===== src/rtl/sm83_alu_flags_stacked_if.sv =====
// Bus-side signal bundle for the SM83 flag unit with context stack.
// The master side drives flag sources and controls; the slave side is the flag unit.
interface sm83_alu_flags_stacked_if #(
    parameter int WORD_SIZE   = 8,
    parameter int STACK_DEPTH = 4
);
    localparam int DW = $clog2(STACK_DEPTH + 1);

    logic [WORD_SIZE-1:0] din;
    logic [WORD_SIZE-1:0] dout;
    logic flags_bus, flags_alu;
    logic zero_we, zero_loop;
    logic half_carry_we, half_carry_cpl, daa_carry_we;
    logic neg_we, neg_set, neg_clr;
    logic carry_we, sec_carry_we, sec_carry_sh, sec_carry_daa, sec_carry_sel, carry_set, carry_cpl;
    logic zero_in, carry_in, shift_out_in, daa_carry_in, sign_in;
    logic push, pop, clr_err;
    logic zero, half_carry, daa_carry, neg, carry, pri_carry;
    logic [DW-1:0] depth;
    logic full, empty;
    logic overflow, underflow, src_err;

    modport master (
        output din, flags_bus, flags_alu, zero_we, zero_loop,
               half_carry_we, half_carry_cpl, daa_carry_we,
               neg_we, neg_set, neg_clr,
               carry_we, sec_carry_we, sec_carry_sh, sec_carry_daa, sec_carry_sel, carry_set, carry_cpl,
               zero_in, carry_in, shift_out_in, daa_carry_in, sign_in,
               push, pop, clr_err,
        input  dout, zero, half_carry, daa_carry, neg, carry, pri_carry,
               depth, full, empty, overflow, underflow, src_err
    );

    modport slave (
        input  din, flags_bus, flags_alu, zero_we, zero_loop,
               half_carry_we, half_carry_cpl, daa_carry_we,
               neg_we, neg_set, neg_clr,
               carry_we, sec_carry_we, sec_carry_sh, sec_carry_daa, sec_carry_sel, carry_set, carry_cpl,
               zero_in, carry_in, shift_out_in, daa_carry_in, sign_in,
               push, pop, clr_err,
        output dout, zero, half_carry, daa_carry, neg, carry, pri_carry,
               depth, full, empty, overflow, underflow, src_err
    );
endinterface


===== src/rtl/sm83_alu_flags_stacked.sv =====
// SM83 flag unit: Z/N/H/C plus DAA half-carry and secondary carry, with a
// save/restore stack of flag contexts for interrupt entry/exit and sticky errors.
module sm83_alu_flags_stacked #(
    parameter int WORD_SIZE   = 8,
    parameter int STACK_DEPTH = 4
) (
    input logic                    clk,
    input logic                    reset,
    sm83_alu_flags_stacked_if.slave bus
);
    localparam int DW = $clog2(STACK_DEPTH + 1);
    localparam int AW = (STACK_DEPTH > 1) ? $clog2(STACK_DEPTH) : 1;

    logic          r_zero, r_neg, r_half, r_pri_carry, r_sec_carry, r_daa_carry;
    logic [5:0]    r_stack [STACK_DEPTH];
    logic [DW-1:0] r_depth;
    logic          r_overflow, r_underflow, r_src_err;

    logic          w_any_we, w_src_ok;
    logic          w_z_src, w_n_src, w_h_src, w_c_src, w_sec_src;
    logic          w_full, w_empty;
    logic          w_do_push, w_do_pop, w_do_xchg, w_restore;
    logic          w_ovf_evt, w_udf_evt, w_src_evt;
    logic [AW-1:0] w_top_idx, w_push_idx;
    logic [5:0]    w_ctx, w_top;
    logic          w_zero_nxt, w_neg_nxt, w_half_nxt, w_pri_nxt, w_sec_nxt, w_daa_nxt;
    logic          w_carry_out, w_half_out;

    // Decode flag sources, stack operations and error events for this cycle
    always_comb begin
        w_any_we  = bus.zero_we | bus.half_carry_we | bus.daa_carry_we |
                    bus.neg_we | bus.carry_we | bus.sec_carry_we;
        w_src_ok  = bus.flags_bus ^ bus.flags_alu;
        w_z_src   = bus.flags_bus ? bus.din[WORD_SIZE-1] : bus.zero_in;
        w_n_src   = bus.flags_bus ? bus.din[WORD_SIZE-2] : bus.sign_in;
        w_h_src   = bus.flags_bus ? bus.din[WORD_SIZE-3] : bus.carry_in;
        w_c_src   = bus.flags_bus ? bus.din[WORD_SIZE-4] : bus.carry_in;
        case ({bus.sec_carry_daa, bus.sec_carry_sh})
            2'b00:   w_sec_src = bus.carry_in;
            2'b01:   w_sec_src = bus.shift_out_in;
            2'b10:   w_sec_src = bus.daa_carry_in;
            default: w_sec_src = 1'b0;
        endcase

        w_full     = (r_depth == DW'(STACK_DEPTH));
        w_empty    = (r_depth == '0);
        w_top_idx  = AW'(r_depth - 1'b1);
        w_push_idx = AW'(r_depth);
        w_ctx      = {r_zero, r_neg, r_half, r_pri_carry, r_sec_carry, r_daa_carry};
        w_top      = r_stack[w_top_idx];

        // push+pop on an empty stack degrades to a plain push
        w_do_xchg  = bus.push & bus.pop & ~w_empty;
        w_do_push  = bus.push & ~w_do_xchg & ~w_full;
        w_do_pop   = bus.pop & ~bus.push & ~w_empty;
        w_restore  = w_do_pop | w_do_xchg;
        w_ovf_evt  = bus.push & ~bus.pop & w_full;
        w_udf_evt  = bus.pop & ~bus.push & w_empty;
        w_src_evt  = w_any_we & ~w_src_ok;
    end

    // Next flag values: gated writes first, then a stack restore overrides them
    always_comb begin
        w_zero_nxt = r_zero;
        w_neg_nxt  = r_neg;
        w_half_nxt = r_half;
        w_pri_nxt  = r_pri_carry;
        w_sec_nxt  = r_sec_carry;
        w_daa_nxt  = r_daa_carry;
        if (w_src_ok) begin
            if (bus.zero_we)
                w_zero_nxt = bus.zero_loop ? (r_zero & w_z_src) : w_z_src;
            if (bus.neg_we)
                w_neg_nxt = bus.neg_clr ? 1'b0 : (bus.neg_set | w_n_src);
            if (bus.half_carry_we)
                w_half_nxt = w_h_src;
            if (bus.daa_carry_we)
                w_daa_nxt = w_h_src;
            if (bus.sec_carry_we)
                w_sec_nxt = w_sec_src;
            else if (bus.carry_we)
                w_pri_nxt = w_c_src;
        end
        if (w_restore)
            {w_zero_nxt, w_neg_nxt, w_half_nxt, w_pri_nxt, w_sec_nxt, w_daa_nxt} = w_top;
    end

    // Flag, stack, depth and sticky error registers
    always_ff @(posedge clk or posedge reset) begin
        if (reset) begin
            r_zero      <= 1'b0;
            r_neg       <= 1'b0;
            r_half      <= 1'b0;
            r_pri_carry <= 1'b0;
            r_sec_carry <= 1'b0;
            r_daa_carry <= 1'b0;
            r_depth     <= '0;
            r_overflow  <= 1'b0;
            r_underflow <= 1'b0;
            r_src_err   <= 1'b0;
            for (int i = 0; i < STACK_DEPTH; i++)
                r_stack[i] <= '0;
        end else begin
            r_zero      <= w_zero_nxt;
            r_neg       <= w_neg_nxt;
            r_half      <= w_half_nxt;
            r_pri_carry <= w_pri_nxt;
            r_sec_carry <= w_sec_nxt;
            r_daa_carry <= w_daa_nxt;
            if (w_do_push) begin
                r_stack[w_push_idx] <= w_ctx;
                r_depth             <= r_depth + 1'b1;
            end else if (w_do_pop) begin
                r_depth <= r_depth - 1'b1;
            end
            if (w_do_xchg)
                r_stack[w_top_idx] <= w_ctx;
            r_overflow  <= (r_overflow  & ~bus.clr_err) | w_ovf_evt;
            r_underflow <= (r_underflow & ~bus.clr_err) | w_udf_evt;
            r_src_err   <= (r_src_err   & ~bus.clr_err) | w_src_evt;
        end
    end

    // Visible flags with complement/force modifiers and the bus image
    always_comb begin
        w_carry_out = ((bus.sec_carry_sel ? r_sec_carry : r_pri_carry) | bus.carry_set) ^ bus.carry_cpl;
        w_half_out  = r_half ^ bus.half_carry_cpl;
        bus.dout    = '0;
        bus.dout[WORD_SIZE-1:WORD_SIZE-4] = {r_zero, r_neg, w_half_out, w_carry_out};
        bus.zero       = r_zero;
        bus.neg        = r_neg;
        bus.half_carry = w_half_out;
        bus.daa_carry  = r_daa_carry;
        bus.carry      = w_carry_out;
        bus.pri_carry  = r_pri_carry;
        bus.depth      = r_depth;
        bus.full       = w_full;
        bus.empty      = w_empty;
        bus.overflow   = r_overflow;
        bus.underflow  = r_underflow;
        bus.src_err    = r_src_err;
    end
endmodule


===== src/flat_wrapper.sv =====
// flat-port wrapper written by rule: the top's interface ports become plain ports
module sm83_alu_flags_stacked_flat 
#(
    parameter int WORD_SIZE   = 8,
    parameter int STACK_DEPTH = 4
)
  (clk, reset, bus_din, bus_flags_bus, bus_flags_alu, bus_zero_we, bus_zero_loop, bus_half_carry_we, bus_half_carry_cpl, bus_daa_carry_we, bus_neg_we, bus_neg_set, bus_neg_clr, bus_carry_we, bus_sec_carry_we, bus_sec_carry_sh, bus_sec_carry_daa, bus_sec_carry_sel, bus_carry_set, bus_carry_cpl, bus_zero_in, bus_carry_in, bus_shift_out_in, bus_daa_carry_in, bus_sign_in, bus_push, bus_pop, bus_clr_err, bus_dout, bus_zero, bus_half_carry, bus_daa_carry, bus_neg, bus_carry, bus_pri_carry, bus_depth, bus_full, bus_empty, bus_overflow, bus_underflow, bus_src_err);
  sm83_alu_flags_stacked_if #(.WORD_SIZE(WORD_SIZE), .STACK_DEPTH(STACK_DEPTH)) bus_i ();
  input logic clk;
  input logic reset;
  input wire logic [$bits(bus_i.din)-1:0] bus_din;
  input wire logic [$bits(bus_i.flags_bus)-1:0] bus_flags_bus;
  input wire logic [$bits(bus_i.flags_alu)-1:0] bus_flags_alu;
  input wire logic [$bits(bus_i.zero_we)-1:0] bus_zero_we;
  input wire logic [$bits(bus_i.zero_loop)-1:0] bus_zero_loop;
  input wire logic [$bits(bus_i.half_carry_we)-1:0] bus_half_carry_we;
  input wire logic [$bits(bus_i.half_carry_cpl)-1:0] bus_half_carry_cpl;
  input wire logic [$bits(bus_i.daa_carry_we)-1:0] bus_daa_carry_we;
  input wire logic [$bits(bus_i.neg_we)-1:0] bus_neg_we;
  input wire logic [$bits(bus_i.neg_set)-1:0] bus_neg_set;
  input wire logic [$bits(bus_i.neg_clr)-1:0] bus_neg_clr;
  input wire logic [$bits(bus_i.carry_we)-1:0] bus_carry_we;
  input wire logic [$bits(bus_i.sec_carry_we)-1:0] bus_sec_carry_we;
  input wire logic [$bits(bus_i.sec_carry_sh)-1:0] bus_sec_carry_sh;
  input wire logic [$bits(bus_i.sec_carry_daa)-1:0] bus_sec_carry_daa;
  input wire logic [$bits(bus_i.sec_carry_sel)-1:0] bus_sec_carry_sel;
  input wire logic [$bits(bus_i.carry_set)-1:0] bus_carry_set;
  input wire logic [$bits(bus_i.carry_cpl)-1:0] bus_carry_cpl;
  input wire logic [$bits(bus_i.zero_in)-1:0] bus_zero_in;
  input wire logic [$bits(bus_i.carry_in)-1:0] bus_carry_in;
  input wire logic [$bits(bus_i.shift_out_in)-1:0] bus_shift_out_in;
  input wire logic [$bits(bus_i.daa_carry_in)-1:0] bus_daa_carry_in;
  input wire logic [$bits(bus_i.sign_in)-1:0] bus_sign_in;
  input wire logic [$bits(bus_i.push)-1:0] bus_push;
  input wire logic [$bits(bus_i.pop)-1:0] bus_pop;
  input wire logic [$bits(bus_i.clr_err)-1:0] bus_clr_err;
  output wire logic [$bits(bus_i.dout)-1:0] bus_dout;
  output wire logic [$bits(bus_i.zero)-1:0] bus_zero;
  output wire logic [$bits(bus_i.half_carry)-1:0] bus_half_carry;
  output wire logic [$bits(bus_i.daa_carry)-1:0] bus_daa_carry;
  output wire logic [$bits(bus_i.neg)-1:0] bus_neg;
  output wire logic [$bits(bus_i.carry)-1:0] bus_carry;
  output wire logic [$bits(bus_i.pri_carry)-1:0] bus_pri_carry;
  output wire logic [$bits(bus_i.depth)-1:0] bus_depth;
  output wire logic [$bits(bus_i.full)-1:0] bus_full;
  output wire logic [$bits(bus_i.empty)-1:0] bus_empty;
  output wire logic [$bits(bus_i.overflow)-1:0] bus_overflow;
  output wire logic [$bits(bus_i.underflow)-1:0] bus_underflow;
  output wire logic [$bits(bus_i.src_err)-1:0] bus_src_err;
  assign bus_i.din = bus_din;
  assign bus_i.flags_bus = bus_flags_bus;
  assign bus_i.flags_alu = bus_flags_alu;
  assign bus_i.zero_we = bus_zero_we;
  assign bus_i.zero_loop = bus_zero_loop;
  assign bus_i.half_carry_we = bus_half_carry_we;
  assign bus_i.half_carry_cpl = bus_half_carry_cpl;
  assign bus_i.daa_carry_we = bus_daa_carry_we;
  assign bus_i.neg_we = bus_neg_we;
  assign bus_i.neg_set = bus_neg_set;
  assign bus_i.neg_clr = bus_neg_clr;
  assign bus_i.carry_we = bus_carry_we;
  assign bus_i.sec_carry_we = bus_sec_carry_we;
  assign bus_i.sec_carry_sh = bus_sec_carry_sh;
  assign bus_i.sec_carry_daa = bus_sec_carry_daa;
  assign bus_i.sec_carry_sel = bus_sec_carry_sel;
  assign bus_i.carry_set = bus_carry_set;
  assign bus_i.carry_cpl = bus_carry_cpl;
  assign bus_i.zero_in = bus_zero_in;
  assign bus_i.carry_in = bus_carry_in;
  assign bus_i.shift_out_in = bus_shift_out_in;
  assign bus_i.daa_carry_in = bus_daa_carry_in;
  assign bus_i.sign_in = bus_sign_in;
  assign bus_i.push = bus_push;
  assign bus_i.pop = bus_pop;
  assign bus_i.clr_err = bus_clr_err;
  assign bus_dout = bus_i.dout;
  assign bus_zero = bus_i.zero;
  assign bus_half_carry = bus_i.half_carry;
  assign bus_daa_carry = bus_i.daa_carry;
  assign bus_neg = bus_i.neg;
  assign bus_carry = bus_i.carry;
  assign bus_pri_carry = bus_i.pri_carry;
  assign bus_depth = bus_i.depth;
  assign bus_full = bus_i.full;
  assign bus_empty = bus_i.empty;
  assign bus_overflow = bus_i.overflow;
  assign bus_underflow = bus_i.underflow;
  assign bus_src_err = bus_i.src_err;
  sm83_alu_flags_stacked #(.WORD_SIZE(WORD_SIZE), .STACK_DEPTH(STACK_DEPTH)) u_core (.clk(clk), .reset(reset), .bus(bus_i));
endmodule

===== config.mk =====
export PLATFORM = sky130hd
export DESIGN_NAME = sm83_alu_flags_stacked_flat
export DESIGN_NICKNAME = d
export VERILOG_FILES = /design/src/rtl/sm83_alu_flags_stacked_if.sv /design/src/rtl/sm83_alu_flags_stacked.sv /design/src/flat_wrapper.sv
export SDC_FILE = /design/constraint.sdc
export NUM_CORES = 1
export LEC_CHECK = 0
export ABC_AREA = 1
export BUFFER_PORTS_ARGS = -buffer_cell sky130_fd_sc_hd__buf_2
export CAP_MARGIN = 10
export CORE_AREA = 2 2 105 66
export DETAILED_ROUTE_END_ITERATION = 10
export DIE_AREA = 0 0 107 68
export HOLD_SLACK_MARGIN = 0.05
export PLACE_DENSITY_LB_ADDON = 0.1
export SLEW_MARGIN = 40
export SYNTH_ARGS = -nofsm -noshare
export SYNTH_HDL_FRONTEND = slang
export SYNTH_SLANG_ARGS = --single-unit

===== constraint.sdc =====
create_clock -name clk -period 2.3 [get_ports clk]
set_input_delay 0.23 -clock clk [delete_from_list [all_inputs] [get_ports clk]]
set_output_delay 0.23 -clock clk [all_outputs]
set_load 0.05 [all_outputs]

After elaboration in Yosys (flattened, before gate mapping)
Cells that the tools add are included.
Widths: inputs -> output; s select.
Storage, ports and cells
  flip-flop bits (word level): 36
  bits in latches: 0
  RAM bits: 0
  bits in read-only memories: 0
  memories: 0
Cells by class
  add/subtract/negate cells: 2
  multipliers: 0
  divide/modulo/power cells: 0
  $lt $le $gt $ge: 4
  eq/ne operators: 4
  shift-type cells: 0
  muxes and demuxes: 40
  bitwise logic cells: 37
  reductions and logical operators: 18
Operators with widths (count)
  $bwmux 24: 2
  $mux 24: 2
  $mux 1: 26
  $demux 6 s2: 2
  $mux 6: 4
  $reduce_bool 2->1: 8
  $and 1x1->1: 14
  $bmux 6 s2: 1
  $or 1x1->1: 11
  $reduce_and 2->1: 5
  $not 1->1: 7
  $ge 3x3->1 const B: 2
  $lt 3x1->1 const B: 2
  $mux 3: 2
  $not 2->3: 2
  $add 3x1->3 const B: 1
  $eq 3x3->1 const B: 1
  $logic_not 3->1: 1
  $pmux 1 s3: 1
  $reduce_and 3->1: 1
  $sub 3x1->3 const B: 1
  $xor 1x1->1: 3
  $eq 2x1->1 const B: 1
  $eq 2x2->1 const B: 1
  other kinds (3): 4

Depth between registers and ports, before layout
Gate-level depths: netlist of the first run.
  depth after elaboration: 9
  gate-level depth with buffers: 14
  mapped depth without buffers: 11

Least setup slack after synthesis of the first run
Ideal clock, no wire load.
  kind: register -> register
  start: reg u_core.r_depth[0] (netlist: u_core.bus.depth[0])
  end: reg u_core.r_stack[17] in the netlist's numbering
  setup time: 0.117 ns
  arrival: 2.640 ns
  setup slack: -0.457 ns
  cell stages (with the launch flop): 14
  path buffers: 3
  path through: dfrtp_1 -> clkbuf_2 -> inv_1 -> buf_2 -> ha_1 -> ha_1 -> inv_1 -> nand2_4 -> buf_6 -> nand4_1 -> nand2_2 -> nand2_1 -> o21ai_1 -> inv_1
Between the ends
  word-level cells in the longest chain between the ends: 9
  elaborated cells on any way between the ends: 25
  classes of those cells: 1 x add/sub; 4 x order compare; 1 x eq/ne; 8 x mux; 8 x bitwise; 3 x reduce/logical
RTL lines
  start: declaration: RTL line sm83_alu_flags_stacked.sv:16  | logic [DW-1:0] r_depth;
  start signal: assignment: RTL line sm83_alu_flags_stacked.sv:112  | r_depth <= r_depth + 1'b1;
  start signal: assignment: RTL line sm83_alu_flags_stacked.sv:114  | r_depth <= r_depth - 1'b1;
  $logic_not 3->1 *: RTL line sm83_alu_flags_stacked.sv:46  | w_empty = (r_depth == '0);
  named net bus_empty: RTL line flat_wrapper.sv:46  | output wire logic [$bits(bus_i.empty)-1:0] bus_empty;
  $not 1->1 *: RTL line sm83_alu_flags_stacked.sv:53  | w_do_xchg = bus.push & bus.pop & ~w_empty;
  $and 1x1->1 *: RTL line sm83_alu_flags_stacked.sv:53
  $not 1->1: RTL line sm83_alu_flags_stacked.sv:54  | w_do_push = bus.push & ~w_do_xchg & ~w_full;
  $and 1x1->1 (2 in a row): RTL line sm83_alu_flags_stacked.sv:54
  $mux 24: RTL line sm83_alu_flags_stacked.sv:110  | if (w_do_push) begin
  $bwmux 24: RTL line sm83_alu_flags_stacked.sv:117  | r_stack[w_top_idx] <= w_ctx;
  $mux 24 *: RTL line sm83_alu_flags_stacked.sv:116  | if (w_do_xchg)
  end signal: indexed assignment: RTL line sm83_alu_flags_stacked.sv:111  | r_stack[w_push_idx] <= w_ctx;
  end signal: indexed assignment: RTL line sm83_alu_flags_stacked.sv:117
  end: declaration: RTL line sm83_alu_flags_stacked.sv:15  | logic [5:0] r_stack [STACK_DEPTH];
The timed path passes the listed nets; every way through them passes the cells marked *.
A chain may end at the register's enable or synchronous reset.

Worst setup path in the final report of the first run
  start: reg u_core.r_depth[1] (netlist: u_core.bus.depth[1])
  end: reg u_core.r_stack[2] in the netlist's numbering
Between the ends
  word-level cells in the longest chain between the ends: 9
  elaborated cells on any way between the ends: 25
  classes of those cells: 1 x add/sub; 4 x order compare; 1 x eq/ne; 8 x mux; 8 x bitwise; 3 x reduce/logical
RTL lines (RTL line)
  branches (longest 8 deep; another with $sub 3x1->3)
  $mux 24 *: sm83_alu_flags_stacked.sv:116
Every way passes the cells marked *.

==> results list, run 1 <==
- Final WL: 5.566 mm
- Using the TritonRoute via totals, the vias-per-cell ratio works out to 4.507.
* IR drop worst, VDD: 0.6541 mV
* CTS tree: built
* Antenna violations before repair: 0
* Final std cell area, no fill: 2572 um2
- The initial utilization of the core area, before any placement, comes to 0.3348.
* Final core utilization: 0.4009
- At the end of routability-driven placement, the weighted congestion stood at 0.7486.
- Of the available clock period, the critical path in the final layout requires 0.9078.
- Once routing completed, OpenROAD measured the worst setup slack at 212.0 ps.
- The floorplan step defined a die boundary enclosing 7276 um2.
- Summed over all cells, the static leakage comes to 1.378 nW.
- CTS clk-pin slew, worst paths: 90 ps
* Critical path required time: 2490 ps
* Final-layout fill cell count: 694
- The pre-antenna-repair detailed-routing pass consisted of 4 iterations.
- The number of max-slew violations in the final report is 0.
- Post-synthesis average cell area: 7.307 um2
* Highest attainable clock frequency: 478.9 MHz
- In this run the tool buffered the top-level ports with 48 buffer cells.
- Sequential-to-total area share from yosys stat: 0.4193
* Area growth syn-to-layout: 19.74%
* Pre-CTS WS: 249.9 ps
- Setup repair after global routing left no endpoint under its margin.
- For this run, the number of Yosys warnings is 0.
- # H-tree levels: 2
- In the synthesized netlist, the number of instances is 294.
- Layout cell share with drive strength beyond 1: 0.2141
* TritonCTS buffer count: 5
- Setup violations remaining at the end of the flow were counted as 0.
- Endpoint class of the critical path: flip-flop
- In the routed design, unresolved DRC markers number 0.
- For this run, the post-layout net count is 381.
- Startpoint Class: flip-flop
- Area after DPL: 2461 um2
- For the worst-skew pair, the clock arrives at the later sink with an insertion delay of 290 ps.
- STA puts the critical path data arrival time at 2270 ps.
* Number of violations of the max-capacitance limit: 0
- Dividing total power by cell area gives a power density of 1447 nW/um2.
* Total of hold buffers inserted after clock tree synthesis: 0
* Wirelength per Cell: 13.00 um
* Final Hold Vio Count: 0
* Post-detailed-placement half-perimeter wirelength: 4.170 mm
- The floorplan has 23 rows.
- Via count of the first global-routing pass: 1781
- In this run, distinct cell masters in the synthesized netlist total 27.
- Worst min-delay path category: in -> async
- By area the synthesized netlist is led by sky130_fd_sc_hd__dfrtp_1 (42%), sky130_fd_sc_hd__nand2_1 (16%), sky130_fd_sc_hd__inv_1 (7.5%).
- Once the clock tree was built, the setup fixing pass inserted 0 buffers.
* Number of diodes: 0
- 57 I/O pins were placed.
* Period minus WS final: 2088 ps
- Post-synthesis cell type with the largest combined area: sky130_fd_sc_hd__dfrtp_1
- The run finished with clean final reports.
- Entering global routing, the biggest net connects 37 pins.
- Core area: 6417 um2
* Die X-Extent: 107 um
- Summing every instance area after synthesis gives 2148 um2.
* Maximum net fanout on the critical path: 13
- Number of nets with antenna violations after detailed routing: 0
* Maximum clock skew at final layout: 11.90 ps
* Die Span Y: 68 um
* Global Route Usage Sum: 0.1681
* Count of clock tree sinks: 36
- The first global-routing pass estimated 9.183 mm of wire.
- Clock tree synthesis selected as its root buffer the cell sky130_fd_sc_hd__clkbuf_8.
- Critical path class: reg -> reg
- The detailed router finished its first iteration with 106 violations.
- Max clock buf depth: 2
- Total congestion overflow after global routing: 0
- Gates resized during post-CTS repair numbered 0.
- The share of synthesized area in the top cell type comes to 0.4193.
- Synthesis inferred 36 register bits.
* Via Count: 1929
## layout make-up
cell class                      instances  area, um2  share of cell area
Multi-Input combinational cell        201       1015              0.3945
Clock inverter                          3      42.54             0.01654
Tap cell                               87      108.9             0.04231
Clock buffer                            5      68.82             0.02675
Inverter                               44      165.2             0.06420
Timing Repair Buffer                   52      270.3              0.1051
Sequential cell                        36      902.1              0.3507
## state kept, by name, indices dropped and copies added (netlist names)
| name | count |
|---|---|
| u_core.r_half | 1 |
| u_core.bus.underflow | 1 |
| u_core.bus.neg | 1 |
| u_core.bus.pri_carry | 1 |
| u_core.bus.depth | 3 |
| u_core.r_sec_carry | 1 |
| u_core.bus.daa_carry | 1 |
| u_core.r_stack | 24 |
| u_core.bus.src_err | 1 |
| u_core.bus.zero | 1 |
| u_core.bus.overflow | 1 |
## routing by layer
| layer | share of wire | GRT usage | vias up |
|---|---|---|---|
| met3 | 0.046 | 0.03429 | 2 |
| met2 | 0.40 | 0.2452 | 44 |
| li1 | - | - | 1005 |
| met1 | 0.56 | 0.2575 | 878 |
| met5 | 0 | 0 | - |
| met4 | 0.0027 | 0.02922 | 0 |
## cell usage after synthesis
cell type and number:
sky130_fd_sc_hd__clkbuf_1 1, sky130_fd_sc_hd__o21ai_1 1, sky130_fd_sc_hd__o211ai_1 4, sky130_fd_sc_hd__buf_2 3, sky130_fd_sc_hd__nand2_1 93, sky130_fd_sc_hd__a21oi_1 5
sky130_fd_sc_hd__dfrtp_1 36, sky130_fd_sc_hd__nand2_4 1, sky130_fd_sc_hd__nor2_1 17, sky130_fd_sc_hd__ha_1 6, sky130_fd_sc_hd__inv_1 43, sky130_fd_sc_hd__or2_2 1
sky130_fd_sc_hd__nor2_4 1, sky130_fd_sc_hd__o21ai_0 24, sky130_fd_sc_hd__xor2_1 3, sky130_fd_sc_hd__xnor2_1 1, sky130_fd_sc_hd__inv_2 1, sky130_fd_sc_hd__nand2_2 2
sky130_fd_sc_hd__nand4_1 5, sky130_fd_sc_hd__o32ai_1 2, sky130_fd_sc_hd__nand3_4 1, sky130_fd_sc_hd__nand3_1 29, sky130_fd_sc_hd__clkbuf_2 1, sky130_fd_sc_hd__o21ai_2 1
sky130_fd_sc_hd__buf_4 9, sky130_fd_sc_hd__conb_1 1, sky130_fd_sc_hd__buf_6 2
## power by group
| group | leakage, nW | switching (mW) | internal [mW] |
|---|---|---|---|
| Clock | 0.0541 | 0.252 | 0.321 |
| Combinational | 0.879 | 1.39 | 0.600 |
| Sequential | 0.444 | 0.241 | 0.916 |
| Total | 1.38 | 1.88 | 1.84 |
## worst paths after layout
check                                    start                    to  cells after the start  slack, ps
hold / removal                           reset   u_core.bus.depth[2]                      3         30
setup / recovery           u_core.bus.depth[1]     u_core.r_stack[2]                     11        210
max in group asynchronous                reset  u_core.bus.pri_carry                      3       1900
hold reg to reg             u_core.r_stack[17]    u_core.r_stack[17]                      2        510
setup reg to reg           u_core.bus.depth[1]     u_core.r_stack[2]                     11        210
min in group clk                   bus_clr_err   u_core.bus.overflow                      2        160
## worst max-delay path, stage by stage (launching register included)
cell	delay, ps
sky130_fd_sc_hd__dfrtp_1	440
sky130_fd_sc_hd__inv_1	90
sky130_fd_sc_hd__ha_2	240
sky130_fd_sc_hd__ha_4	180
sky130_fd_sc_hd__inv_1	100
sky130_fd_sc_hd__nand2_4	130
sky130_fd_sc_hd__nand3_4	120
sky130_fd_sc_hd__inv_1	60
sky130_fd_sc_hd__nand2_1	220
sky130_fd_sc_hd__nand2_1	230
sky130_fd_sc_hd__nand2_1	110
sky130_fd_sc_hd__nand2_1	50
## per-stage QoR
stage | setup TNS (ps) | hold WS, ps | total power [mW] | instances
after CTS | 0 | 62.64 | 3.772 | 428
after detailed placement | 0 | 379.2 | 3.180 | 420
after global routing | 0 | 103.3 | 4.049 | 428
final | 0 | 28.66 | 3.721 | 428
after global placement | 0 | 376.8 | 3.165 | 420
after floorplan | -50.35 | 323.9 | 2.717 | 297
## cells in the final DEF (no fill, tap or decap), types with 2 or more instances in the layout
cell | netlist | routed
sky130_fd_sc_hd__a21oi_1 | 5 | 5
sky130_fd_sc_hd__buf_2 | 3 | 48
sky130_fd_sc_hd__buf_4 | 9 | 4
sky130_fd_sc_hd__clkbuf_8 | 0 | 5
sky130_fd_sc_hd__conb_1 | 1 | 4
sky130_fd_sc_hd__dfrtp_1 | 36 | 35
sky130_fd_sc_hd__ha_1 | 6 | 3
sky130_fd_sc_hd__ha_4 | 0 | 2
sky130_fd_sc_hd__inv_1 | 43 | 43
sky130_fd_sc_hd__nand2_1 | 93 | 93
sky130_fd_sc_hd__nand2_2 | 2 | 2
sky130_fd_sc_hd__nand3_1 | 29 | 29
sky130_fd_sc_hd__nand4_1 | 5 | 5
sky130_fd_sc_hd__nor2_1 | 17 | 17
sky130_fd_sc_hd__o211ai_1 | 4 | 4
sky130_fd_sc_hd__o21ai_0 | 24 | 24
sky130_fd_sc_hd__o32ai_1 | 2 | 2
sky130_fd_sc_hd__xor2_1 | 3 | 2
## kinds of logic (layout without fill, tap and decap cells)
| family | after synthesis | count (layout) | share of synthesized area |
|---|---|---|---|
| AOI/OAI and AO/OA | 37 | 37 | 0.09610 |
| DFF | 36 | 36 | 0.4193 |
| and+or+nand+nor | 150 | 150 | 0.3017 |
| buffers and inverters | 60 | 104 | 0.1299 |
| other | 1 | 4 | 0.001746 |
| xor gates and xnor gates | 4 | 4 | 0.01631 |
| adders and majority gates | 6 | 6 | 0.03494 |
Power figures use the tool's default switching activity.
==> inputs of run 2 (changes only) <==
--- a/config.mk
+++ b/config.mk
@@ -13,6 +13,7 @@
 export DIE_AREA = 0 0 107 68
 export HOLD_SLACK_MARGIN = 0.05
 export PLACE_DENSITY_LB_ADDON = 0.1
+export RECOVER_POWER = 100
 export SLEW_MARGIN = 40
 export SYNTH_ARGS = -nofsm -noshare
 export SYNTH_HDL_FRONTEND = slang
==> constraint.sdc (replaced) <==
create_clock -name clk -period 1.8 [get_ports clk]
set_input_delay 0.18 -clock clk [delete_from_list [all_inputs] [get_ports clk]]
set_output_delay 0.18 -clock clk [all_outputs]
set_load 0.05 [all_outputs]
==> run 2 against run 1 <==
Effect of this change: worst setup slack worse by 87 ps; register-to-register slack lost 80 ps; sequential power increased by 27%.
==> results list, run 2 (synthesis gave the netlist of run 1 again) <==
- Stage delay of the slowest cell on the critical path: 450 ps
- In this run the remaining antenna-violating nets after routing total 0.
- Total area of sequential cells: 903.4 um2
* Cell class contributing the biggest share of worst-path delay: flip-flops
- Worst slew pin tran: 910.5 ps
* Total congestion overflow after global routing: 0
* Max clock buf depth: 2
- Total leakage power: 1.434 nW
* Result of the run: complete, no violations
* Number of search-and-repair iterations in the first detailed-routing pass: 4
* Clock latency at the later pin of the worst-skew pair: 290 ps
- Input and output buffers added on the ports amount to 48.
- The tool flagged a number of max-cap violations equal to 0.
- STA puts the critical path data required time at 1620 ps.
- Together, buffers and inverters on the worst path number 2.
- Initial core utilization: 0.3348
- Area of the die: 7276 um2
- Layout cell share with drive strength beyond 1: 0.2621
- The detailed router placed 1922 vias in this run.
- In this run the worst path has a maximum fanout of 6.
- Final cell count without fillers: 438
* Startpoint Class: flip-flop
- In the finished design, the share of the clock period the worst path needs comes to 0.9308.
- CTS saw 36 sinks.
* Worst-path cell with the longest stage delay: sky130_fd_sc_hd__dfrtp_2
- Wirelength per Cell: 12.55 um
- The library cell used most frequently in the layout, excluding fill and tap cells, is sky130_fd_sc_hd__nand2_1.
* Post-detailed-placement half-perimeter wirelength: 4.202 mm
- DRC: 0
- In this run the tightest slew margin relative to its limit is 0.3930.
- Maximum number of pins on one net before global-route repair: 37
- CTS clk-pin slew, worst paths: 70 ps
- Area growth syn-to-layout: 26.85%
- Cell chain of the critical path: inv_1, o21ai_2, xor2_4, buf_2
* Final WL: 5.497 mm
- Maximum clock skew at final layout: 9.440 ps
- The H-tree was split into 2 levels.
- The first global-routing pass estimated 9.142 mm of wire.
- Using the TritonRoute via totals, the vias-per-cell ratio works out to 4.388.
- After the last flow step, the layout net total stands at 391.
- IR drop worst, VDD: 0.6460 mV
- The detailed router finished its first iteration with 101 violations.
- CTS tree: built
- Data arrival time of the worst path: 1500 ps
- Measured along the y axis, the die boundary spans 68 um.
- Power comes to 5.077 mW.
- Flip-flop count of the largest register, all copies and words added: 24
- Num ports: 57
* Global Route Usage Sum: 0.1660
- Highest attainable clock frequency: 596.9 MHz
- The number of placed instances, taps included, is 426.
- After floorplanning, the core was divided into 23 placement rows.
* Routability cong.: 0.7686
- The number of global-route vias before repair came to 1851.
- Commonest cells after routing, fill and taps aside: sky130_fd_sc_hd__nand2_1 (87), sky130_fd_sc_hd__buf_2 (44), sky130_fd_sc_hd__inv_1 (38)
- Critical path class: reg -> out
* Top register by number of flip-flops: u_core.r_stack
* Die X-Extent: 107 um
- The count of final hold-check violations came to 0.
- Final setup violation count: 0
- The smallest clock period supported by the final layout is computed as 1675 ps.
- The number of antenna diodes in the final layout is 0.
* TritonCTS buffer count: 5
* Power density over cell area: 1863 nW/um2
* Area of combinational cells with multiple inputs: 1081 um2
* Core area: 6417 um2
- The number of max-slew violations in the final report came to 0.
- The number of antenna violations at the first check in global routing is 0.
* Worst min-delay path category: in -> reg
- Endpoint class of the critical path: output pin
* Root Buffer: sky130_fd_sc_hd__clkbuf_8
- Final-layout fill cell count: 668
run 2: cell count changes in the layout (fill, tap and decap cells not counted), sizes merged:
cell / delta
dlygate4sd3: +1
clkbuf: +5
buf: +4
run 2: power breakdown:
group	switching [mW]	internal (mW)
clock	0.309	0.410
sequential	0.292	1.17
combinational	1.93	0.960
run 2: timing repair:
action                     in CTS  in global routing
hold buffers                    1                  0
setup buffers                   0                  3
gates resized for setup         0                  7
hold endpoints to repair       36                  0
setup endpoints to repair       0                 20
run 2: path summary, 6_finish.rpt:
| kind | from | endpoint | slack [ps] | depth (start not counted) |
|---|---|---|---|---|
| worst max-delay path | u_core.bus.pri_carry | bus_dout[4] | 120 | 4 |
| worst min-delay path | bus_clr_err | u_core.bus.overflow | 110 | 2 |
| worst max register to register | u_core.bus.depth[0] | u_core.r_stack[11] | 130 | 10 |
| worst min register to register | u_core.r_stack[22] | u_core.r_stack[22] | 490 | 2 |
| max in group asynchronous | reset | u_core.bus.pri_carry | 460 | 4 |
| min in group asynchronous | reset | u_core.r_stack[11] | 700 | 4 |
run 2: area by class of cell:
type	count	share of cell area
inverter	44	0.06152
sequential	36	0.3315
multi-input combinational	201	0.3967
clock inverter	3	0.01561
clock buffer	5	0.02525
tap	87	0.03994
timing repair buffer	62	0.1295
run 2: per-layer routing:
metal | wire length (um) | track usage
met5 | 0 | 0
met4 | 29 | 0.02435
met3 | 280 | 0.04000
met2 | 2073 | 0.2428
met1 | 3112 | 0.2518
run 2: metrics by stage:
step / hold slack [ps] / worst slack (ps) / instance area [um2] / utilization / TNS [ps]
after floorplan: 272.1 / -359.7 / 2268 / - / -7264
after global placement: 320.2 / 86.63 / 2554 / 0.3979 / 0
after detailed placement: 328.5 / 99.38 / 2554 / 0.3979 / 0
after CTS: 115.6 / 11.58 / 2675 / 0.4168 / 0
after global routing: 119.7 / -9.780 / 2725 / 0.4246 / -9.780
final: 110.9 / 124.6 / 2725 / 0.4246 / 0
==> inputs of run 3 (changes only) <==
==> constraint.sdc (replaced) <==
create_clock -name clk -period 1.8 [get_ports clk]
set_input_delay 0.27 -clock clk [delete_from_list [all_inputs] [get_ports clk]]
set_output_delay 0.27 -clock clk [all_outputs]
set_load 0.05 [all_outputs]
==> run 3 against run 2 <==
Effect of this change: clock power is 16% lower; flip-flop and latch count stayed put; core utilization shrank 0.53 points; fmax shrank 1.6%; clock-buffer cell count unchanged; critical path type unchanged.
==> results list, run 3 (synthesis gave the netlist of run 1 again) <==
- Result of the run: complete, no violations
- Endpoint class of the critical path: output pin
- Using the TritonRoute via totals, the vias-per-cell ratio works out to 4.534.
* Num ports: 57
- Maximum net fanout on the critical path: 4
* R2R Path Start: u_core.bus.depth[1]
- For this run, the slowest stage of the critical path takes 380 ps.
- Number of search-and-repair iterations in the first detailed-routing pass: 5
- Measured along the y axis, the die boundary spans 68 um.
* Layout net count: 389
- Wirelength per Cell: 13.24 um
- Row generation in the floorplan step produced 23 rows.
- The number of global-route vias before repair came to 1825.
- Die X-Extent: 107 um
* Number of diodes: 0
- Final setup violation count: 0
* Most common cell after layout, fill and taps aside: sky130_fd_sc_hd__nand2_1
- The floorplan step defined a die boundary enclosing 7276 um2.
* Layout cell share with drive strength beyond 1: 0.2550
* Core area: 6417 um2
- For this design the ratio of total power to cell area is 1856 nW/um2.
* Via Count: 1977
* Max clock buf depth: 2
- Violation count after the first detailed-route iteration: 81
- Entering global routing, the biggest net connects 37 pins.
- Most prevalent standard cell on the critical path: sky130_fd_sc_hd__ha_4
* Post-detailed-placement half-perimeter wirelength: 4.330 mm
- Critical path class: reg -> out
* Routability cong.: 0.7902
* Area growth syn-to-layout: 25.28%
- Data arrival time of the worst path: 1430 ps
* Setup total negative slack: 0 ps
- Worst slew pin tran: 945.1 ps
- Cell class contributing the biggest share of worst-path delay: flip-flops
- In the finished design, the share of the clock period the worst path needs comes to 0.9461.
- Final number of max-transition violations: 0
- Reg-to-reg setup timing slack: 120 ps
* Unrepaired setup endpoints after global routing: yes
- Data on the critical path is required at its endpoint by 1530 ps.
- CTS clk-pin slew, worst paths: 80 ps
- Final hold analysis gives a worst-case slack of 190.8 ps.
- Leaving out fill and tap cells, the most frequent cells in the layout are sky130_fd_sc_hd__nand2_1 (87), sky130_fd_sc_hd__buf_2 (43), sky130_fd_sc_hd__inv_1 (39).
- Total congestion overflow after global routing: 0
- The tool flagged a number of max-cap violations equal to 0.
* Antenna violations before repair: 0
- Clock latency at the later pin of the worst-skew pair: 310 ps
- The count of nets left with antenna violations once routing finished came out at 0.
- Worst-path cell with the longest stage delay: sky130_fd_sc_hd__dfrtp_1
* Critical Path Source: u_core.bus.depth[1]
- After detailed routing, the total wire length is 5.774 mm.
- The worst register-to-register path ends at u_core.r_stack[18].
- Startpoint Class: flip-flop
- Initial core utilization: 0.3348
- Period minus WS final: 1703 ps
* Final Hold Vio Count: 0
* Maximum clock skew at final layout: 11.51 ps
- DRC: 0
* # H-tree levels: 2
* Root Buffer: sky130_fd_sc_hd__clkbuf_8
- Reg2Reg Depth: 10
- Flip-flop count of the largest register, all copies and words added: 24
* Total leakage power: 1.416 nW
- Number of buffers and inverters on the critical path: 2
* IR drop worst, VDD: 0.5552 mV
- Clock tree synthesis inserted a total of 5 buffers.
- Capture point of the worst path: bus_empty
- In this run the worst hold path is classified as in -> reg.
- Top register by number of flip-flops: u_core.r_stack
- The critical path goes through inv_1, ha_4, ha_4, buf_2.
* Wire length of the first global-routing pass: 9.411 mm
* Count of clock tree sinks: 36
* Highest attainable clock frequency: 587.2 MHz
* Final std cell area, no fill: 2691 um2
- Measured against its own limit, the worst slew margin works out to 0.3700.
- The critical path runs through a total of 4 cells.
- The placed instances occupy a cell area of 2572 um2.
- TritonCTS built the clock tree.
- In the global route stage, overall resource usage came out at 0.1746.
* Total of hold buffers inserted after clock tree synthesis: 0
- Number of buffers inserted by port buffering: 48
[run 3: cell types whose count changed in the layout (fill, tap and decap cells not counted), sizes merged]
cell         delta
dlygate4sd3     -1
bufinv          -1
clkinvlp        -1
buf             -2
clkbuf          +1
clkinv          +2
[run 3: report_power, final]
part	switching (mW)	leakage (nW)	internal, mW
Clock	0.334	0.0479	0.270
Sequential	0.258	0.443	1.17
Combinational	1.99	0.925	0.965
Total	2.59	1.42	2.41
[run 3: cell type report]
type	count	area, um2
clock inverters	3	18.77
well taps	87	108.9
multi-input cells	201	1090
fillers	688	3726
clock buffers	5	68.82
repair buffers	60	334.1
flip-flops and latches	36	903.4
inverters	44	167.7
[run 3: how the worst min path moves through the flow]
stage | from | end | slack, ps | cells after the start
2_1_floorplan | bus_clr_err | u_core.bus.overflow | 360 | 1
3_3_place_gp | reset | u_core.r_stack[6] | 410 | 3
3_5_place_dp | reset | u_core.bus.depth[2] | 420 | 3
4_1_cts | reset | u_core.bus.depth[2] | 90 | 3
5_1_grt | bus_clr_err | u_core.bus.overflow | 200 | 2
6_report | bus_clr_err | u_core.bus.overflow | 190 | 2
[run 3: routing by layer]
layer | track usage | vias to the layer above | wire length (um) | share of wire
li1 | - | 1019 | - | -
met3 | 0.04190 | 4 | 498 | 0.086
met5 | 0 | - | 0 | 0
met2 | 0.2428 | 75 | 2219 | 0.38
met4 | 0.06006 | 0 | 47 | 0.0081
met1 | 0.2611 | 879 | 3008 | 0.52
[run 3: timing repair]
action	in CTS	in global routing
hold endpoints to repair	0	0
setup buffers	0	1
resized for setup	0	5
setup endpoints to repair	0	17
[run 3: stage by stage]
step                      cells  worst slack (ps)    util  power [mW]
after floorplan             297            -359.7       -       3.651
after global placement      427             82.23  0.4009       4.355
after detailed placement    427             95.06  0.4009       4.382
after CTS                   435             73.99  0.4145       4.991
after global routing        436            -42.92  0.4194       5.421
final                       436             96.93  0.4194       4.994
